==> config.mk <==
export PLATFORM = sky130hd
export DESIGN_NAME = alu_share_arbiter
export DESIGN_NICKNAME = d
export VERILOG_FILES = /design/src/rtl/alu_pkg.sv /design/src/rtl/alu.sv /design/src/rtl/rr_arb2.sv /design/src/rtl/alu_share_arbiter.sv
export SDC_FILE = /design/constraint.sdc
export NUM_CORES = 1
export LEC_CHECK = 0
export ABC_AREA = 0
export BUFFER_PORTS_ARGS = -buffer_cell sky130_fd_sc_hd__buf_2
export CAP_MARGIN = 20
export CORE_UTILIZATION = 40
export DETAILED_ROUTE_END_ITERATION = 8
export SLEW_MARGIN = 20
export SYNTH_ARGS = -nofsm -noshare
export SYNTH_HDL_FRONTEND = slang
export SYNTH_SLANG_ARGS = --single-unit
export TNS_END_PERCENT = 100
==> constraint.sdc <==
create_clock -name clk -period 6.45 [get_ports clk]
set_input_delay 0.3225 -clock clk [delete_from_list [all_inputs] [get_ports clk]]
set_output_delay 0.3225 -clock clk [all_outputs]
set_load 0.05 [all_outputs]
==> src/rtl/alu_pkg.sv <==
// Shared definitions for the ALU and its two-requester sharing arbiter:
// op-code encodings, the arbiter state type and default widths.
package alu_pkg;

  localparam int ALU_DATA_W = 16;
  localparam int ALU_OP_W   = 3;

  localparam logic [2:0] ALU_ADD = 3'b000;
  localparam logic [2:0] ALU_SUB = 3'b001;
  localparam logic [2:0] ALU_AND = 3'b010;
  localparam logic [2:0] ALU_OR  = 3'b011;
  localparam logic [2:0] ALU_SLT = 3'b100;

  typedef enum logic [1:0] {
    ARB_IDLE,
    ARB_EXEC,
    ARB_RESP
  } arb_state_t;

endpackage

==> src/rtl/alu.sv <==
// Combinational 16-bit ALU: add, sub, and, or, unsigned set-less-than.
// Unused op codes fall back to add; arithmetic wraps with no carry out.
module alu
  import alu_pkg::*;
#(
  parameter int DATA_W = ALU_DATA_W,
  parameter int OP_W   = ALU_OP_W
) (
  input  logic [DATA_W-1:0] a_i,
  input  logic [DATA_W-1:0] b_i,
  input  logic [OP_W-1:0]   op_i,
  output logic [DATA_W-1:0] result_o,
  output logic              zero_o
);

  always_comb begin
    result_o = a_i + b_i;
    case (op_i)
      ALU_SUB: result_o = a_i - b_i;
      ALU_AND: result_o = a_i & b_i;
      ALU_OR:  result_o = a_i | b_i;
      ALU_SLT: result_o = {{(DATA_W-1){1'b0}}, (a_i < b_i)};
      default: result_o = a_i + b_i;
    endcase
  end

  assign zero_o = (result_o == '0);

endmodule

==> src/rtl/rr_arb2.sv <==
// Two-way round-robin grant: a lone requester always wins, and on a tie
// the pointer picks the winner. Grant is one-hot or zero.
module rr_arb2 (
  input  logic [1:0] valid_i,
  input  logic       ptr_i,
  output logic [1:0] grant_o
);

  always_comb begin
    grant_o = valid_i;
    if (valid_i == 2'b11) begin
      grant_o = ptr_i ? 2'b10 : 2'b01;
    end
  end

endmodule

==> src/rtl/alu_share_arbiter.sv <==
// Shares one ALU between two requesters with round-robin grant, registered
// operands and per-requester response channels. Define ALU_ARB_PERF_EN for counters.
module alu_share_arbiter
  import alu_pkg::*;
#(
  parameter int DATA_W = ALU_DATA_W,
  parameter int OP_W   = ALU_OP_W
) (
  input  logic              clk,
  input  logic              rst,
  input  logic              req0_valid,
  output logic              req0_ready,
  input  logic [DATA_W-1:0] req0_a,
  input  logic [DATA_W-1:0] req0_b,
  input  logic [OP_W-1:0]   req0_op,
  input  logic              req1_valid,
  output logic              req1_ready,
  input  logic [DATA_W-1:0] req1_a,
  input  logic [DATA_W-1:0] req1_b,
  input  logic [OP_W-1:0]   req1_op,
  output logic              resp0_valid,
  input  logic              resp0_ready,
  output logic              resp1_valid,
  input  logic              resp1_ready,
  output logic [DATA_W-1:0] resp_result,
  output logic              resp_zero,
  output logic              busy
`ifdef ALU_ARB_PERF_EN
  ,
  output logic [15:0]       grant_cnt0,
  output logic [15:0]       grant_cnt1,
  output logic [15:0]       stall_cnt
`endif
);

  arb_state_t        state_q, state_d;
  logic              rrPtr_q, rrPtr_d;
  logic              gid_q, gid_d;
  logic [DATA_W-1:0] opA_q, opA_d, opB_q, opB_d;
  logic [OP_W-1:0]   op_q, op_d;
  logic [DATA_W-1:0] result_q, result_d;
  logic              zero_q, zero_d;

  logic [1:0]        grant;
  logic              isIdle, handshake, respFire;
  logic [DATA_W-1:0] aluResult;
  logic              aluZero;

  rr_arb2 u_rr_arb2 (
    .valid_i (({req1_valid, req0_valid})),
    .ptr_i   (rrPtr_q),
    .grant_o (grant)
  );

  // The ALU only ever sees the latched operands, so requesters may change inputs freely.
  alu #(.DATA_W(DATA_W), .OP_W(OP_W)) u_alu (
    .a_i      (opA_q),
    .b_i      (opB_q),
    .op_i     (op_q),
    .result_o (aluResult),
    .zero_o   (aluZero)
  );

  assign isIdle      = (state_q == ARB_IDLE);
  assign req0_ready  = isIdle & grant[0];
  assign req1_ready  = isIdle & grant[1];
  assign handshake   = isIdle & (|grant);
  assign resp0_valid = (state_q == ARB_RESP) & ~gid_q;
  assign resp1_valid = (state_q == ARB_RESP) & gid_q;
  assign respFire    = (state_q == ARB_RESP) & (gid_q ? resp1_ready : resp0_ready);
  assign resp_result = result_q;
  assign resp_zero   = zero_q;
  assign busy        = ~isIdle;

  always_comb begin
    state_d  = state_q;
    rrPtr_d  = rrPtr_q;
    gid_d    = gid_q;
    opA_d    = opA_q;
    opB_d    = opB_q;
    op_d     = op_q;
    result_d = result_q;
    zero_d   = zero_q;
    case (state_q)
      ARB_IDLE: begin
        if (handshake) begin
          gid_d   = grant[1];
          rrPtr_d = ~grant[1];
          opA_d   = grant[1] ? req1_a  : req0_a;
          opB_d   = grant[1] ? req1_b  : req0_b;
          op_d    = grant[1] ? req1_op : req0_op;
          state_d = ARB_EXEC;
        end
      end
      ARB_EXEC: begin
        result_d = aluResult;
        zero_d   = aluZero;
        state_d  = ARB_RESP;
      end
      ARB_RESP: begin
        if (respFire) state_d = ARB_IDLE;
      end
      default: state_d = ARB_IDLE;
    endcase
  end

  always_ff @(posedge clk) begin
    if (rst) begin
      state_q  <= ARB_IDLE;
      rrPtr_q  <= 1'b0;
      gid_q    <= 1'b0;
      opA_q    <= '0;
      opB_q    <= '0;
      op_q     <= '0;
      result_q <= '0;
      zero_q   <= 1'b0;
    end else begin
      state_q  <= state_d;
      rrPtr_q  <= rrPtr_d;
      gid_q    <= gid_d;
      opA_q    <= opA_d;
      opB_q    <= opB_d;
      op_q     <= op_d;
      result_q <= result_d;
      zero_q   <= zero_d;
    end
  end

`ifdef ALU_ARB_PERF_EN
  logic [15:0] grantCnt0_q, grantCnt1_q, stallCnt_q;

  // Counters stick at all-ones rather than wrapping.
  always_ff @(posedge clk) begin
    if (rst) begin
      grantCnt0_q <= '0;
      grantCnt1_q <= '0;
      stallCnt_q  <= '0;
    end else begin
      if (handshake && !grant[1] && grantCnt0_q != 16'hFFFF) grantCnt0_q <= grantCnt0_q + 16'd1;
      if (handshake && grant[1] && grantCnt1_q != 16'hFFFF)  grantCnt1_q <= grantCnt1_q + 16'd1;
      if (!handshake && (req0_valid || req1_valid) && stallCnt_q != 16'hFFFF)
        stallCnt_q <= stallCnt_q + 16'd1;
    end
  end

  assign grant_cnt0 = grantCnt0_q;
  assign grant_cnt1 = grantCnt1_q;
  assign stall_cnt  = stallCnt_q;
`endif

endmodule

Word level (Yosys, flattened, before mapping)
Cells that the tools add are included.
{ "word_totals": {"reg_bits": 56, "in_bits": 76, "elab_cells": 46} }
{ "classes": {"add_sub_neg": 2, "order_cmp": 1, "n_eq_ne": 9, "n_mux": 10, "bitwise_logic": 11, "n_reduce_logical": 5} }
{ "ops": {"columns": ["operator", "count"], "rows": [
  ["$pmux 16 s4", 1],
  ["$mux 16", 2],
  ["$add 16x16->16", 1],
  ["$and 16x16->16", 1],
  ["$logic_not 16->1", 1],
  ["$lt 16x16->1", 1],
  ["$or 16x16->16", 1],
  ["$sub 16x16->16", 1],
  ["$mux 2", 4],
  ["$and 1x1->1", 6],
  ["$eq 3x2->1 const B", 2],
  ["$pmux 2 s3", 1],
  ["$eq 2x2->1 const B", 2],
  ["$reduce_and 2->1", 2],
  ["$eq 3x1->1 const B", 1],
  ["$eq 3x3->1 const B", 1],
  ["$mux 3", 1],
  ["$not 1->1", 3],
  ["$eq 2x1->1 const B", 1],
  ["$logic_not 2->1", 1],
  ["$ne 2x1->1 const B", 1],
  ["$ne 2x2->1 const B", 1],
  ["$reduce_or 2->1", 1],
  ["$mux 1", 1]
]} }

Longest topological paths before layout
Gate-level depths: netlist of the first run.
{ "depth": {"depth_word": 6, "depth_mapped": 12, "ltp_nobuf": 12} }

Hierarchy
A second synthesis of the first run with hierarchy kept.
{ "unflattened": {"hier_cells": 647, "hier_area_um2": 4966.0} }
{ "modules_own_cells": {"columns": ["mod", "instances", "cells_per_inst", "area_each_um2", "seq_area_each_um2"], "rows": [
  ["alu", 1, 363, 2513.7, 0.0],
  ["alu_share_arbiter", 1, 281, 2433.6, 1121.1],
  ["rr_arb2", 1, 3, 18.8, 0.0]
]} }

Worst setup path after synthesis of the first run
Ideal clock, no wire load.
{ "synth_path": {"kind": "register to register", "from": "register opA_q[0]", "to": "register zero_q, in the netlist resp_zero", "setup_time_ns": 0.088, "t_arrival_ns": 2.748, "setup_slack_ns": 3.613, "path_stages_with_launch": 13, "n_path_buf": 0, "synth_period_minus_slack_ns": 2.837, "cell_sequence": "dfxtp_1 inv_1 ha_1 fa_1 or2_1 a41oi_2 o221ai_2 or3_1 nor3_1 nand4_1 nor4_2 nand4_1 o32ai_2"} }
{ "synth_between": {"elab_chain_len": 3} }
{ "synth_rtl": {"columns": ["item", "line", "source"], "rows": [
  ["from (decl)", "alu_share_arbiter.sv:39", "logic [DATA_W-1:0] opA_q, opA_d, opB_q, opB_d;"],
  ["from (signal assigned)", "alu_share_arbiter.sv:121", "opA_q <= opA_d;"],
  ["$add 16x16->16 (tied with other cells)", "alu.sv:23", "default: result_o = a_i + b_i;"],
  ["$pmux 16 s4 (*)", "alu.sv:18", "case (op_i)"],
  ["$logic_not 16->1 (*)", "alu.sv:27", "assign zero_o = (result_o == '0);"],
  ["to (signal assigned)", "alu_share_arbiter.sv:125", "zero_q <= zero_d;"],
  ["to (decl)", "alu_share_arbiter.sv:42", "logic zero_q, zero_d;"]
]} }
Mark *: on every way between the ends. The rest lies on a longest branch, timed or not.
A chain may end at the register's enable or synchronous reset.

Worst setup path after layout of the first run
Ends and elaborated chain as after synthesis.

==> impl_metrics.csv, run 1 <==
group,metric,value,unit
status,status,"completed",
timing,grt_setup_unrepaired,"false",
power_and_ir_drop,power_leakage,2.30,nW
clock_network,holdBufCountCts,0,
die,die_h,111,µm
yosys,synthTopCellsByCount,"81 x nor2_1, 56 x dfxtp_1, 51 x inv_1, 49 x ha_1, 35 x a222oi_1",
critical_path,r2r_slack,3.18,ns
critical_path,crit_fanout,3,
power_and_ir_drop,power_frac_clock,0.218,
detailed_routing,ant_nets,0,
detailed_routing,dr.pass1.iters,8,
yosys,post-synth-top-area-cell,"dfxtp_1",
power_and_ir_drop,p_seq_frac,0.320,
timing,min_period_over_period,0.508,
timing,setup_ws,3.18,ns
global_route,grt_pass1_wl,22500,µm
power_and_ir_drop,p_int,758,µW
worst_hold_path,min_from,"req0_b[2]",
yosys,yosysSeqAreaShare,0.237,
die,die_area,0.0123,mm²
detailed_routing,vias,4717,
clock_network,clkSinkCount,56,
timing,finalSetupViolCount,0,
critical_path,crit_type,"reg2reg",
detailed_routing,drt-initial-drc-count,530,
detailed_routing,avgRoutedWirePerCell,17.7,µm
critical_path,reg2reg_depth,12,
detailed_routing,drc_errors,0,
die,core.rowCount,39,
timing,finalCriticalPeriod,3.27,ns
power_and_ir_drop,switching_power,534,µW
worst_hold_path,hold_end,"opB_q[2]$_SDFFE_PP0P_",
critical_path,timing.rr.end,"resp_zero$_SDFFE_PP0N_",
detailed_routing,drt-vias-per-instance,5.97,
cells_and_area,finalNonFillerCells,790,
yosys,synth-edff-count,0,
timing,slew_headroom,0.322,
worst_hold_path,hold_depth,3,
yosys,synth_top_flop_cell,"dfxtp_1",
cells_and_area,multiInputGateArea,0.00315,mm²
clock_network,clk_pin_slew_worst_paths,0.07,ns
yosys,yosys.area.top_type_share,0.237,
timing,fmax,0.305,GHz
place,place_congestion,0.896,
yosys,ys.warnings.count,0,
yosys,yosysMostFrequentCell,"nor2_1",
critical_path,crit_path_end_kind,"register",
place,dp_hpwl,10600,µm
yosys,syn_inst,579,
die,die_w,111,µm
global_route,grt_pass1_vias,4266,
clock_network,clock_path_buffers,2,
cells_and_area,area_delta_synth_final,12.3,%
cells_and_area,num-nets-final,773,
clock_network,h-tree-depth,2,
worst_hold_path,holdCritPathClass,"in2reg",
run,max_cap_violations,0,
clock_network,cts-root-buf,"clkbuf_16",
timing,finalHoldViolCount,0,
power_and_ir_drop,power.ir.vdd_worst,0.118,mV
yosys,ys_ff_latch,56,
power_and_ir_drop,finalPower,1.29,mW
timing,maxSlewViolCount,0,
yosys,syn_nets,706,
clock_network,cts_buffers,5,
global_route,antenna_found_initial,0,
timing,whs,0.270,ns
clock_network,clk_latency,0.30,ns
yosys,yosysUniqueCellTypes,82,
cells_and_area,num-fill-cells,1166,
detailed_routing,finalWirelength,14000,µm
critical_path,worstPathRequired,6.66,ns
cells_and_area,seq_area,0.00112,mm²
clock_network,post_cts_buffers,0,
cells_and_area,drive_gt1_frac,0.221,
yosys,synthArstFlopShare,0,
timing,tightest_slew,1.02,ns
critical_path,worstSetupStartpointType,"register",
die,io_pins,98,
place,dpl.cell_count,782,
power_and_ir_drop,swShare,0.413,
global_route,grt-ovfl-total,0,
global_route,grt_max_degree,56,
global_route,grt_usage,0.226,
yosys,syn_area,0.00473,mm²
clock_network,tritoncts,"built",
critical_path,worstPathArrival,3.49,ns
timing,finalSetupTns,0,ns
power_and_ir_drop,combPwrFrac,0.461,
place,io_buffers,97,
die,start_util,0.413,
power_and_ir_drop,power.density,243,mW/mm²
yosys,yosys-top-cells-area,"dfxtp_1 24%, ha_1 13%, a222oi_1 7.4%, nor2_1 6.4%, inv_1 4.0%",
die,core_region_area,0.0115,mm²
yosys,syn_area_per_cell,8.18,µm²
cells_and_area,diodes,0,
clock_network,post_cts_resized,0,
place,dp_slack,3.27,ns
critical_path,rr_startpoint,"opA_q[0]$_SDFFE_PP0P_",
timing,fin_worst_skew,0.0109,ns
-- power groups by stage --
| stage | sequential, mW | combinational (mW) | clock, mW |
|---|---|---|---|
| 6_report | 0.414 | 0.596 | 0.282 |
| 5_1_grt | 0.419 | 0.650 | 0.302 |
| 4_1_cts | 0.414 | 0.589 | 0.291 |
| 3_5_place_dp | 0.421 | 0.586 | 0 |
| 3_3_place_gp | 0.419 | 0.585 | 0 |
| 2_1_floorplan | 0.446 | 0.433 | 0 |
-- routing by layer --
layer	wire length (µm)	GRT usage	vias up	share of wire
met5	0	0	-	0
met4	211	0.0596	0	0.015
met3	1010	0.0394	15	0.072
met2	5790	0.335	196	0.41
met1	6980	0.335	2225	0.50
li1	-	-	2281	-
-- layout make-up --
type / instances / share of cell area
Inverter: 51 / 0.0360
Clock buffer: 7 / 0.0268
Multi-Input combinational cell: 429 / 0.592
Tap cell: 143 / 0.0336
Sequential cell: 56 / 0.211
Clock inverter: 1 / 0.00141
Timing Repair Buffer: 103 / 0.0997
-- worst max-delay path, cell delays in order, from the launching register on --
cell,delay [ns]
dfxtp_1,0.36
inv_1,0.09
ha_1,0.22
fa_1,0.41
o21ba_1,0.22
nor4_1,0.36
nor3_1,0.13
a221o_1,0.37
a21oi_1,0.22
nand4_1,0.15
nor4_2,0.28
nand4_1,0.14
o32ai_2,0.25
-- flip-flops by register name (all words and copies together) (netlist names) --
signal / flops
gid_q: 1
resp_zero: 1
rrPtr_q: 1
resp_result: 16
opA_q: 16
op_q: 3
opB_q: 16
state_q: 2
-- worst max path at each step --
| stage | start | to | cells after the start |
|---|---|---|---|
| after floorplan | opA_q[0]$_SDFFE_PP0P_ | resp_zero$_SDFFE_PP0N_ | 12 |
| after CTS | opA_q[0]$_SDFFE_PP0P_ | resp_zero$_SDFFE_PP0N_ | 12 |
| after global routing | opA_q[0]$_SDFFE_PP0P_ | resp_zero$_SDFFE_PP0N_ | 12 |
| final | opA_q[0]$_SDFFE_PP0P_ | resp_zero$_SDFFE_PP0N_ | 12 |
| after global placement | opA_q[0]$_SDFFE_PP0P_ | resp_zero$_SDFFE_PP0N_ | 12 |
| after detailed placement | opA_q[0]$_SDFFE_PP0P_ | resp_zero$_SDFFE_PP0N_ | 12 |
-- kinds of logic after synthesis --
logic type | after synthesis | share of synthesized area
AO/OA/AOI/OAI | 191 | 0.324
AND/OR/NAND/NOR | 177 | 0.181
buffers and inverters | 94 | 0.0999
flip-flops | 56 | 0.237
adder cells (fa/ha/maj) | 51 | 0.138
multiplexers | 7 | 0.0151
XOR/XNOR | 3 | 0.00555
-- metrics by stage --
stage | util | cell area, µm²
after floorplan | - | 4730
after global placement | 0.451 | 5170
after detailed placement | 0.451 | 5170
after CTS | 0.464 | 5320
after global routing | 0.464 | 5320
final | 0.464 | 5320
-- layout by cell type (no fill, tap or decap), drive strengths merged, types with 4 or more instances in the layout --
master / Yosys / final
buf: 14 / 103
nor2: 81 / 81
dfxtp: 56 / 56
inv: 51 / 51
ha: 49 / 49
a222oi: 35 / 35
a21oi: 35 / 35
nand2: 30 / 30
o21ai: 28 / 28
nor3: 15 / 15
a211oi: 12 / 12
nand2b: 9 / 9
a21o: 8 / 8
a221oi: 8 / 8
nor2b: 7 / 7
clkbuf: 29 / 7
mux2i: 6 / 6
o221ai: 6 / 6
or2: 6 / 6
and3: 5 / 5
a22oi: 5 / 5
nand3: 4 / 4
o31a: 4 / 4
o221a: 4 / 4
a211o: 4 / 4
a221o: 4 / 4
(Power assumes the default switching activity.)
==> run 2, diff against run 1 <==
--- a/config.mk
+++ b/config.mk
@@ -5,7 +5,7 @@
 export SDC_FILE = /design/constraint.sdc
 export NUM_CORES = 1
 export LEC_CHECK = 0
-export ABC_AREA = 0
+export ABC_AREA = 1
 export BUFFER_PORTS_ARGS = -buffer_cell sky130_fd_sc_hd__buf_2
 export CAP_MARGIN = 20
 export CORE_UTILIZATION = 40
==> constraint.sdc (replaced) <==
create_clock -name clk -period 3.4 [get_ports clk]
set_input_delay 0.17 -clock clk [delete_from_list [all_inputs] [get_ports clk]]
set_output_delay 0.17 -clock clk [all_outputs]
set_load 0.05 [all_outputs]
==> run 2 against run 1 <==
Clock-buffer cell count is the same. Highest routed layer unchanged. Global-route usage up 2.5 points. First-iteration DRC count decreased by 33%.
==> impl_metrics.csv, run 2 <==
group,metric,value,unit
critical_path,cpPeakStageDelay,0.41,ns
timing,finalCriticalPeriod,2.50,ns
timing,fin_worst_skew,0.0108,ns
yosys,ys_ff_latch,56,
die,io_pins,98,
yosys,synthArstFlopShare,0,
timing,fmax,0.400,GHz
clock_network,cts-root-buf,"clkbuf_16",
clock_network,clkSinkCount,56,
die,core_region_area,0.0123,mm²
cells_and_area,finalNonFillerCells,1071,
cells_and_area,drive_gt1_frac,0.182,
critical_path,path_buf_inv,2,
critical_path,worstPathRequired,3.64,ns
worst_hold_path,holdCritPathClass,"in2reg",
cells_and_area,diodes,0,
yosys,synth_top_family_by_area,"simple AND/OR/NAND/NOR gates",
yosys,synth_compound_area_frac,0.145,
clock_network,holdBufCountCts,0,
critical_path,crit_fanout,4,
cells_and_area,area_delta_synth_final,12.9,%
clock_network,clock_path_buffers,2,
cells_and_area,num-nets-final,1029,
yosys,yosysMostFrequentCell,"nand2_1",
place,dp_hpwl,12500,µm
yosys,syn_area,0.00512,mm²
critical_path,path_cells,"inv_1 > ha_1 > fa_1 > inv_1 > nand2_1 > nand2_2 > nand4_1 > nand2_1 > nand2_1 > nand3_1 > nand2_1 > nor2_2 > nand3_1 > nor2_1 > nand4_1 > a21oi_1",
yosys,post-synth-top-area-cell,"dfxtp_1",
timing,grt_setup_unrepaired,"false",
detailed_routing,avgRoutedWirePerCell,14.5,µm
power_and_ir_drop,power.ir.vdd_worst,0.218,mV
timing,min_period_over_period,0.736,
yosys,synth-simple-area-share,0.365,
detailed_routing,dr.pass1.iters,5,
detailed_routing,finalWirelength,15500,µm
clock_network,post_cts_resized,0,
yosys,syn_area_per_cell,6.19,µm²
global_route,grt_usage,0.251,
yosys,yosys.area.top_type_share,0.219,
power_and_ir_drop,power_leakage,3.10,nW
timing,setup_ws,0.898,ns
timing,finalSetupTns,0,ns
yosys,synth_top_flop_cell,"dfxtp_1",
die,start_util,0.417,
global_route,grt-ovfl-total,0,
yosys,synthXorXnorAreaFrac,0.00171,
yosys,yosysUniqueCellTypes,39,
yosys,yosysSeqAreaShare,0.219,
die,die_area,0.0132,mm²
global_route,grt_pass1_vias,5184,
detailed_routing,vias,5379,
die,core.rowCount,40,
detailed_routing,ant_nets,0,
critical_path,worstSetupStartpointType,"register",
critical_path,critPathMostFrequentCell,"nand2_1",
yosys,syn_inst,827,
power_and_ir_drop,power.density,449,mW/mm²
detailed_routing,drt-vias-per-instance,5.02,
detailed_routing,drc_errors,0,
clock_network,h-tree-depth,2,
timing,finalHoldViolCount,0,
clock_network,clk_pin_slew_worst_paths,0.08,ns
detailed_routing,drt-initial-drc-count,354,
place,dpl.cell_count,1063,
yosys,synth-adder-area-share,0.128,
global_route,grt_max_degree,37,
cells_and_area,layout_common_cells,"219 x nand2_1, 116 x inv_1, 97 x nor2_1, 97 x buf_2, 72 x nand3_1",
place,io_buffers,97,
yosys,ys.warnings.count,0,
run,max_cap_violations,0,
timing,maxSlewViolCount,0,
yosys,synthTopCellsByCount,"219 x nand2_1, 116 x inv_1, 97 x nor2_1, 72 x nand3_1, 56 x dfxtp_1",
global_route,grt_pass1_wl,25800,µm
global_route,antenna_found_initial,0,
status,status,"completed",
yosys,yosys-top-cells-area,"dfxtp_1 22%, nand2_1 16%, ha_1 12%, inv_1 8.5%, nor2_1 7.1%",
yosys,synthMuxAreaShare,0,
clock_network,cts_buffers,5,
cells_and_area,final_common_cell,"nand2_1",
timing,tightest_slew,1.04,ns
critical_path,crit_path_end_kind,"register",
die,die_w,115,µm
clock_network,post_cts_buffers,0,
clock_network,clk_latency,0.30,ns
place,place_congestion,0.979,
cells_and_area,fin_util,0.471,
critical_path,crit_type,"reg2reg",
die,die_h,115,µm
place,dp_slack,0.951,ns
timing,finalSetupViolCount,0,
clock_network,tritoncts,"built",
yosys,syn_nets,954,
critical_path,critPathTopFamily,"simple AND/OR/NAND/NOR gates",
critical_path,cp_slowest_cell,"dfxtp_1",
timing,slew_headroom,0.308,
critical_path,worstPathArrival,2.74,ns
timing,whs,0.111,ns
yosys,synth-edff-count,0,
run 2: cell types whose count changed after synthesis, sizes merged, moves of 12 or more:
cell / before / now
a31oi: 2 / 14
inv: 51 / 133
a22oi: 5 / 18
nand2: 30 / 225
nor2: 81 / 110
a222oi: 35 / 0
nand3: 4 / 83
clkbuf: 29 / 12
run 2: kinds of logic after synthesis:
kind of cell,after synthesis
XOR/XNOR,1
AO/OA/AOI/OAI,120
AND/OR/NAND/NOR,432
adder cells (fa/ha/maj),51
flip-flops,56
buffers and inverters,167
run 2: worst register-to-register path: stages, from the launching register on:
cell     delay (ns)
dfxtp_1        0.41
inv_1          0.10
ha_1           0.24
fa_1           0.39
inv_1          0.06
nand2_1        0.07
nand2_2        0.10
nand4_1        0.12
nand2_1        0.16
nand2_1        0.06
nand3_1        0.06
nand2_1        0.06
nor2_2         0.18
nand3_1        0.11
nor2_1         0.10
nand4_1        0.09
a21oi_1        0.13
run 2: where the power goes:
part           internal (mW)  total [mW]  switching (mW)  leakage [nW]
logic                  0.392        1.26           0.867          2.56
registers              0.726       0.783          0.0572         0.462
clock network          0.295       0.551           0.256        0.0701
run 2: worst paths after layout:
check	start	end	slack (ns)	depth (start not counted)
setup / recovery	opA_q[0]$_SDFFE_PP0P_	resp_zero$_SDFFE_PP0N_	0.90	16
hold / removal	req0_a[10]	opA_q[10]$_SDFFE_PP0P_	0.11	3
setup reg to reg	opA_q[0]$_SDFFE_PP0P_	resp_zero$_SDFFE_PP0N_	0.90	16
hold reg to reg	rrPtr_q$_SDFFE_PP0P_	rrPtr_q$_SDFFE_PP0P_	0.47	2
run 2: cell type report:
class	count	area [µm²]
inverters	133	499
fillers	1359	6490
flip-flops and latches	56	1120
clock inverters	1	7.51
repair buffers	102	523
clock buffers	7	143
well taps	168	210
multi-input cells	604	3270
run 2: stage by stage:
step,power [mW],cell area [µm²]
5_1_grt,2.80,5780
6_report,2.59,5780
3_3_place_gp,2.05,5630
4_1_cts,2.60,5780
3_5_place_dp,2.05,5630
2_1_floorplan,1.74,5120
run 2: routing by layer:
layer  vias up  track usage  share of wire  wire, µm
li1       2775            -              -         -
met1      2395        0.350           0.48      7490
met2       191        0.404           0.44      6750
met3        18       0.0279          0.058       901
met4         0       0.0805          0.021       331
met5         -            0              0         0
